$ cat config.mk
export PLATFORM = sky130hd
export DESIGN_NAME = jtdd_sndcmd
export DESIGN_NICKNAME = d
export VERILOG_FILES = /design/src/rtl/jtdd_sndcmd_pkg.sv /design/src/rtl/jtdd_sndcmd_fifo.sv /design/src/rtl/jtdd_sndcmd.sv
export SDC_FILE = /design/constraint.sdc
export NUM_CORES = 1
export LEC_CHECK = 0
export ABC_AREA = 1
export ABC_CLOCK_PERIOD_IN_PS = 4990
export BUFFER_PORTS_ARGS = -buffer_cell sky130_fd_sc_hd__buf_4
export CAP_MARGIN = 20
export CORE_ASPECT_RATIO = 0.8
export CORE_UTILIZATION = 64
export CTS_CLUSTER_DIAMETER = 120
export DETAILED_ROUTE_END_ITERATION = 7
export PLACE_DENSITY = 0.91
export SYNTH_ARGS = -nofsm -noshare
export SYNTH_HDL_FRONTEND = slang
export SYNTH_HIERARCHICAL = 1
export SYNTH_SLANG_ARGS = --single-unit
$ cat constraint.sdc
create_clock -name clk -period 4.99 [get_ports clk]
set_input_delay 0 -clock clk [delete_from_list [all_inputs] [get_ports clk]]
set_output_delay 0 -clock clk [all_outputs]
set_load 0.01 [all_outputs]
$ cat src/rtl/jtdd_sndcmd_pkg.sv
// Shared definitions for the main-to-sound command channel.
package jtdd_sndcmd_pkg;

    typedef enum logic [1:0] {
        IDLE = 2'd0,
        LOAD = 2'd1,
        WAIT = 2'd2,
        GAPW = 2'd3
    } state_t;

    localparam logic [7:0] LATCH_RST = 8'hff;

endpackage

$ cat src/rtl/jtdd_sndcmd_fifo.sv
// Single-clock first-word-fall-through FIFO for queued command bytes.
// Push while full is accepted only if a pop happens in the same cycle.
module jtdd_sndcmd_fifo #(
    parameter int AW = 2,
    parameter int DW = 8
) (
    input  logic          clk,
    input  logic          rst,
    input  logic          push,
    input  logic          pop,
    input  logic [DW-1:0] din,
    output logic [DW-1:0] dout,
    output logic [AW:0]   count,
    output logic          full,
    output logic          empty
);

    localparam int DEPTH = 1 << AW;
    localparam logic [AW:0] DEPTH_CNT = DEPTH[AW:0];

    logic [DW-1:0] mem [DEPTH];
    logic [AW-1:0] wr_ptr;
    logic [AW-1:0] rd_ptr;
    logic          push_ok;
    logic          pop_ok;

    assign full    = (count == DEPTH_CNT);
    assign empty   = (count == '0);
    assign push_ok = push & (~full | pop);
    assign pop_ok  = pop & ~empty;
    assign dout    = mem[rd_ptr];

    always_ff @(posedge clk) begin
        if (push_ok) mem[wr_ptr] <= din;
    end

    // Pointers are AW bits wide and wrap modulo depth on their own.
    always_ff @(posedge clk) begin
        if (rst) begin
            wr_ptr <= '0;
            rd_ptr <= '0;
            count  <= '0;
        end else begin
            if (push_ok) wr_ptr <= wr_ptr + 1'b1;
            if (pop_ok)  rd_ptr <= rd_ptr + 1'b1;
            count <= count + {{AW{1'b0}}, push_ok} - {{AW{1'b0}}, pop_ok};
        end
    end

endmodule

$ cat src/rtl/jtdd_sndcmd.sv
// Main-CPU side of the sound command channel: queues bytes, presents each on
// snd_latch with a rising snd_irq, holds until ack/timeout, then forces a low gap.
module jtdd_sndcmd
    import jtdd_sndcmd_pkg::*;
#(
    parameter int          AW   = 2,
    parameter logic [11:0] TOUT = 12'd2048,
    parameter logic [3:0]  GAP  = 4'd4
) (
    input  logic       clk,
    input  logic       rst,
    input  logic       cen,
    input  logic       wr,
    input  logic [7:0] din,
    input  logic       snd_ack,
    output logic [7:0] snd_latch,
    output logic       snd_irq,
    output logic       busy,
    output logic       full,
    output logic       ovf,
    input  logic       ovf_clr,
    output logic [7:0] tout_cnt
);

    state_t      state;
    logic [11:0] timer;
    logic [3:0]  gap_cnt;
    logic [7:0]  fifo_dout;
    logic [AW:0] fifo_count;
    logic        fifo_empty;
    logic        pop;

    assign pop  = (state == IDLE) & ~fifo_empty;
    assign busy = (fifo_count != '0) | (state != IDLE);

    jtdd_sndcmd_fifo #(
        .AW (AW),
        .DW (8)
    ) u_fifo (
        .clk   (clk),
        .rst   (rst),
        .push  (wr),
        .pop   (pop),
        .din   (din),
        .dout  (fifo_dout),
        .count (fifo_count),
        .full  (full),
        .empty (fifo_empty)
    );

    always_ff @(posedge clk) begin
        if (rst) begin
            state     <= IDLE;
            snd_latch <= LATCH_RST;
            snd_irq   <= 1'b0;
            timer     <= '0;
            gap_cnt   <= '0;
            tout_cnt  <= '0;
            ovf       <= 1'b0;
        end else begin
            // A dropped write outranks a same-cycle clear so the loss is never hidden.
            if (wr && full && !pop) ovf <= 1'b1;
            else if (ovf_clr)       ovf <= 1'b0;

            case (state)
                IDLE: begin
                    if (pop) begin
                        snd_latch <= fifo_dout;
                        state     <= LOAD;
                    end
                end
                LOAD: begin
                    snd_irq <= 1'b1;
                    timer   <= '0;
                    state   <= WAIT;
                end
                WAIT: begin
                    if (snd_ack) begin
                        snd_irq <= 1'b0;
                        gap_cnt <= '0;
                        state   <= GAPW;
                    end else if (cen) begin
                        if (TOUT != 12'd0 && timer == TOUT - 12'd1) begin
                            snd_irq  <= 1'b0;
                            tout_cnt <= (tout_cnt == 8'hff) ? 8'hff : tout_cnt + 8'd1;
                            gap_cnt  <= '0;
                            state    <= GAPW;
                        end else begin
                            timer <= timer + 12'd1;
                        end
                    end
                end
                GAPW: begin
                    if (cen) begin
                        if (gap_cnt == GAP - 4'd1) state <= IDLE;
                        else                       gap_cnt <= gap_cnt + 4'd1;
                    end
                end
                default: state <= IDLE;
            endcase
        end
    end

endmodule

; Yosys cells after proc, flatten, opt, wreduce, memory -nomap -nowiden
; Memory sizes are Yosys's and may differ from the RTL's. A register that Yosys moved wholly into a read port is not among the register bits.
; Cells that the tools add are included.
[classes]
addsub = 7
n_mul = 0
div = 0
order_cmp = 0
eq_ne = 16
n_shift = 0
muxes = 26
n_bitwise = 8
n_reduce_logical = 16
[op_table]
columns = operator, count
row1 = $mux W12, 3
row2 = $pmux W12 S2, 1
row3 = $mux W4, 5
row4 = $ne A2 B2 Y1 const B, 7
row5 = $add A12 B1 Y12 const B, 1
row6 = $eq A12 B11 Y1 const B, 1
row7 = $mux W2, 6
row8 = $reduce_and A5 Y1, 2
row9 = $add A8 B1 Y8 const B, 1
row10 = $eq A8 B8 Y1 const B, 1
row11 = $mux W8, 1
row12 = $pmux W2 S4, 1
row13 = $pmux W4 S2, 1
row14 = $reduce_and A4 Y1, 2
row15 = $reduce_bool A2 Y1, 4
row16 = $mux W1, 7
row17 = $ne A3 B3 Y1 const B, 2
row18 = $add A2 B1 Y2 const B, 2
row19 = $add A4 B1 Y4 const B, 1
row20 = $eq A2 B2 Y1 const B, 2
row21 = $eq A4 B2 Y1 const B, 1
row22 = $add A3 B1 Y3, 1
row23 = $and A1 B1 Y1, 3
row24 = $eq A3 B3 Y1 const B, 1
row25 = other kinds (12), 16
[word_totals]
register_bits = 35
latch_bits = 0
ram_bits = 32
mem_bits_ro = 0
inputBits = 14
out_inout_bits = 20
elab_cells = 83
mem_count = 1
[memory_table]
columns = name, depth, width, rd, rd_clocked_by_memory_dff, write_ports, line_no
row1 = u_fifo.mem, 4, 8, 1, 1, 1, jtdd_sndcmd_fifo.sv:21  ; logic [DW-1:0] mem [DEPTH];

; Logic depth before layout (Yosys ltp)
[depth]
depth_word = 7
mapped_depth = 13
ltp_nobuf = 13

; Cells and area by module
; Netlist, hierarchy kept.
[by_module_without_submodules]
columns = mod, instances, cells_each, area_per_inst_um2, seq_area_each_um2
row1 = jtdd_sndcmd, 1, 317, 2089.5, 720.7
row2 = jtdd_sndcmd_fifo, 1, 147, 1701.6, 1141.1

; Worst setup path before layout
; No wires, ideal clock.
[synth_timing]
kind = flip-flop to flip-flop
startpoint = reg state[0]
endpoint = reg u_fifo.count[2]
setup_ns = 0.114
t_arrival_ns = 2.281
required_ns = 4.876
slack_ns = 2.594
path_stages_with_launch = 14
path_buffers = 0
period_less_slack_ns = 2.396
path_cell_list = dfxtp_1 > inv_1 > ha_1 > inv_1 > nor2_2 > inv_1 > nand3_2 > nand2_1 > ha_1 > inv_1 > ha_1 > fa_1 > xor2_1 > nor2_1
[synth_via]
elab_chain_len = 6
word_cells_on_any_way = 7
classes_between = add/sub: 2 / bitwise: 4 / reduce/logical: 1
[synth_rtl]
columns = element, line_no
row1 = "start, declared", jtdd_sndcmd.sv:25  ; state_t state;
row2 = "start signal, assigned", jtdd_sndcmd.sv:53  ; state <= IDLE;
row3 = "start signal, assigned", jtdd_sndcmd.sv:69  ; state <= LOAD;
row4 = "start signal, assigned", jtdd_sndcmd.sv:75  ; state <= WAIT;
row5 = $logic_not A2 Y1 (*), jtdd_sndcmd.sv:33  ; assign pop = (state == IDLE) & ~fifo_empty;
row6 = $and A1 B1 Y1 (*), jtdd_sndcmd.sv:33
row7 = via pop, jtdd_sndcmd.sv:31  ; logic pop;
row8 = $or A1 B1 Y1, jtdd_sndcmd_fifo.sv:29  ; assign push_ok = push & (~full | pop);
row9 = $and A1 B1 Y1, jtdd_sndcmd_fifo.sv:29
row10 = $add A3 B1 Y3, jtdd_sndcmd_fifo.sv:46  ; count <= count + {{AW{1'b0}}, push_ok} - {{AW{1'b0}}, pop_ok};
row11 = $sub A3 B1 Y3 (*), jtdd_sndcmd_fifo.sv:46
row12 = "end signal, assigned", jtdd_sndcmd_fifo.sv:46
row13 = "end, declared", jtdd_sndcmd_fifo.sv:13  ; output logic [AW:0] count,
; Mark *: on every way through the listed nets, which the timed path passes. The rest lies on a longest branch.
; A chain may end at the register's enable or synchronous reset.

; Worst setup path after layout
; Same ends and word-level chain as after synthesis.

==> impl_metrics.ini <==
[timing]
layout_setup_ws_ps = 2200
slew-limit-headroom_pct = 47.7
fmax_mhz = 358
period_share_pct = 55.9
min_period_ps = 2790
fin_setup_tns_ps = 0
rsz0062_at_grt = no
skew_ps = 13.7
hold_viol = 0
setup_viol = 0
worstMarginPinSlew_ps = 782
maxSlewViolCount = 0
hold_ws_ps = 118

[cells_and_area]
final_cell_mix = 113 x nand2_1, 60 x nor2_1, 50 x inv_1
final_area_mm2 = 0.00446
fin_cells = 594
drive_gt1_share_pct = 15.3
multi_input_area_mm2 = 0.00164
fin_util_pct = 79.8
final_common_cell = nand2_1
antenna_cells = 0
synthToLayoutAreaGrowth_pct = 17.6
nets = 540
register_area_mm2 = 0.00186
fillers = 341

[detailed_routing]
first_pass_iters = 5
met2_length_mm = 3.97
wire_per_inst_um = 13.9
vias = 3276
vias_per_cell = 5.52
wl_mm = 8.26
wl_met3_um = 596
ant_nets = 0
drc = 0
highest_layer = met4
met1Wirelength_mm = 3.53
initialDrtViolationCount = 204

[logic_synthesis]
netlist_area_mm2 = 0.00379
ys_seq_area_share_pct = 49.1
synth_fp_nets = 493
post_synth.cell_area_avg_um2 = 8.17
synth_warnings = 6
ys_types = 34
synth_seq_cells = 77
netlist_instances = 464

[cts]
cts_made_buffers = 9
clock_latency_ps = 360
h-tree-depth = 3
cts-root-buf = clkbuf_8
cts_resized = 0
cts_tree = built
cts.path.max_buffers = 2
cts.sinks = 77
postCtsSetupBuffers = 0
clk_pin_slew_ps = 90

[global_route]
antenna_found_initial = 0
grt_pass1_vias = 3162
grt_pass1_wl_mm = 13.8
overflow = 0
grt_start_max_net_pins = 22
track_usage_pct = 29.0

[worst_setup_path]
crit_path_end_kind = register
critPathLaunchType = register
critPathMaxFanout = 13
crit_type = reg -> reg
arrival_ps = 3030
crit_required_ps = 5230

[floorplanning]
io_pins = 34
num_rows = 24
die_area_mm2 = 0.00624
die_x_um = 88.1
core_mm2 = 0.00559
initial_core_util_pct = 67.9
die_h_um = 70.8

[place]
dp_cells = 566
dp_worst_setup_slack_ps = 2250
port_buffers = 33
placed_area_mm2 = 0.00407
hpwl_mm = 5.66
globalplace.congestion = 0.861

[pwr]
p_switching_uw = 715
power.internal_mw = 1.36
leakagePower_nw = 1.85
seqPwrFrac_pct = 39.8
clock_power_share_pct = 30.1
p_sw_share_pct = 34.5
ir_drop_v = 0.000261
combPwrFrac_pct = 30.0
total_power_mw = 2.07
powerDensity_mw_per_mm2 = 465

[min_path]
hold_class = in -> reg

[job]
max-cap-violations = 0

[outcome]
outcome = complete, no violations
## layout make-up
type	instances	area share, %
sequential	77	41.8
multi-input combinational	320	36.7
timing repair buffer	45	8.25
inverter	58	5.00
clock inverter	7	3.26
clock buffer	9	2.78
tap	78	2.19
## synthesized netlist by cell type, drive strengths merged
cell type / instances / area (um2)
nand3b: 2 / 15.0
nor2: 68 / 304
nor3: 4 / 20.0
inv: 57 / 219
nor3b: 1 / 7.51
clkinv: 1 / 3.75
clkbuf: 3 / 11.3
a21oi: 22 / 110
xor2: 1 / 8.76
o22ai: 8 / 50.1
o21ai: 25 / 136
or2: 3 / 18.8
buf: 6 / 57.6
ha: 14 / 175
edfxtp: 32 / 961
dfxtp: 45 / 901
fa: 1 / 20.0
nand3: 42 / 233
nand4: 8 / 50.1
nand2: 119 / 472
xnor2: 2 / 17.5
## worst max-delay path, cell delays in order, from the launching register on
cell and delay, ps:
dfxtp_1 340, inv_1 120, ha_1 220, inv_1 70, nor2_2 420, inv_1 120, nand3_2 130, nand2_1 130
ha_1 300, inv_1 40, ha_1 190, fa_1 370, xor2_1 160, nor2_1 50
## power by group through the flow
stage	combinational [mW]	clock [mW]	sequential (mW)
after floorplan	0.456	0	0.821
after global placement	0.566	0	0.829
after detailed placement	0.598	0	0.837
after CTS	0.616	0.629	0.823
after global routing	0.698	0.654	0.836
final	0.622	0.625	0.825
## sequential cells by signal (all words and copies together), names as in the netlist, named ones only
name and cells:
tout_cnt 8, timer 12, u_fifo/rd_ptr 2, u_fifo/wr_ptr 2
u_fifo/mem 32, state 2, snd_irq 1, snd_latch 8
u_fifo/count 3, ovf 1, gap_cnt 4
## routing by layer
layer,vias to the layer above,track usage (%)
met5,-,0
li1,1607,-
met4,0,11.6
met1,1515,37.3
met3,23,9.10
met2,131,45.7
## worst paths after layout
check / start / to / slack [ps] / depth (start not counted)
max: state[0] / u_fifo/count[2] / 2200 / 13
min: snd_ack / snd_irq / 120 / 6
max reg2reg: state[0] / u_fifo/count[2] / 2200 / 13
min reg2reg: snd_latch[2] / snd_latch[2] / 470 / 2
## repair_timing
action	CTS	global route
setup endpoints to repair	0	0
hold buffers	12	0
endpoints found under the hold margin	50	0
## logic make-up after synthesis
kind of cell    synth area share [%]
buf+inv                         7.69
compound gates                  7.82
fa+ha+maj                       5.15
simple gates                    29.5
flops                           49.1
xor+xnor                       0.693
No activity file was read; power rests on OpenSTA's default activity.
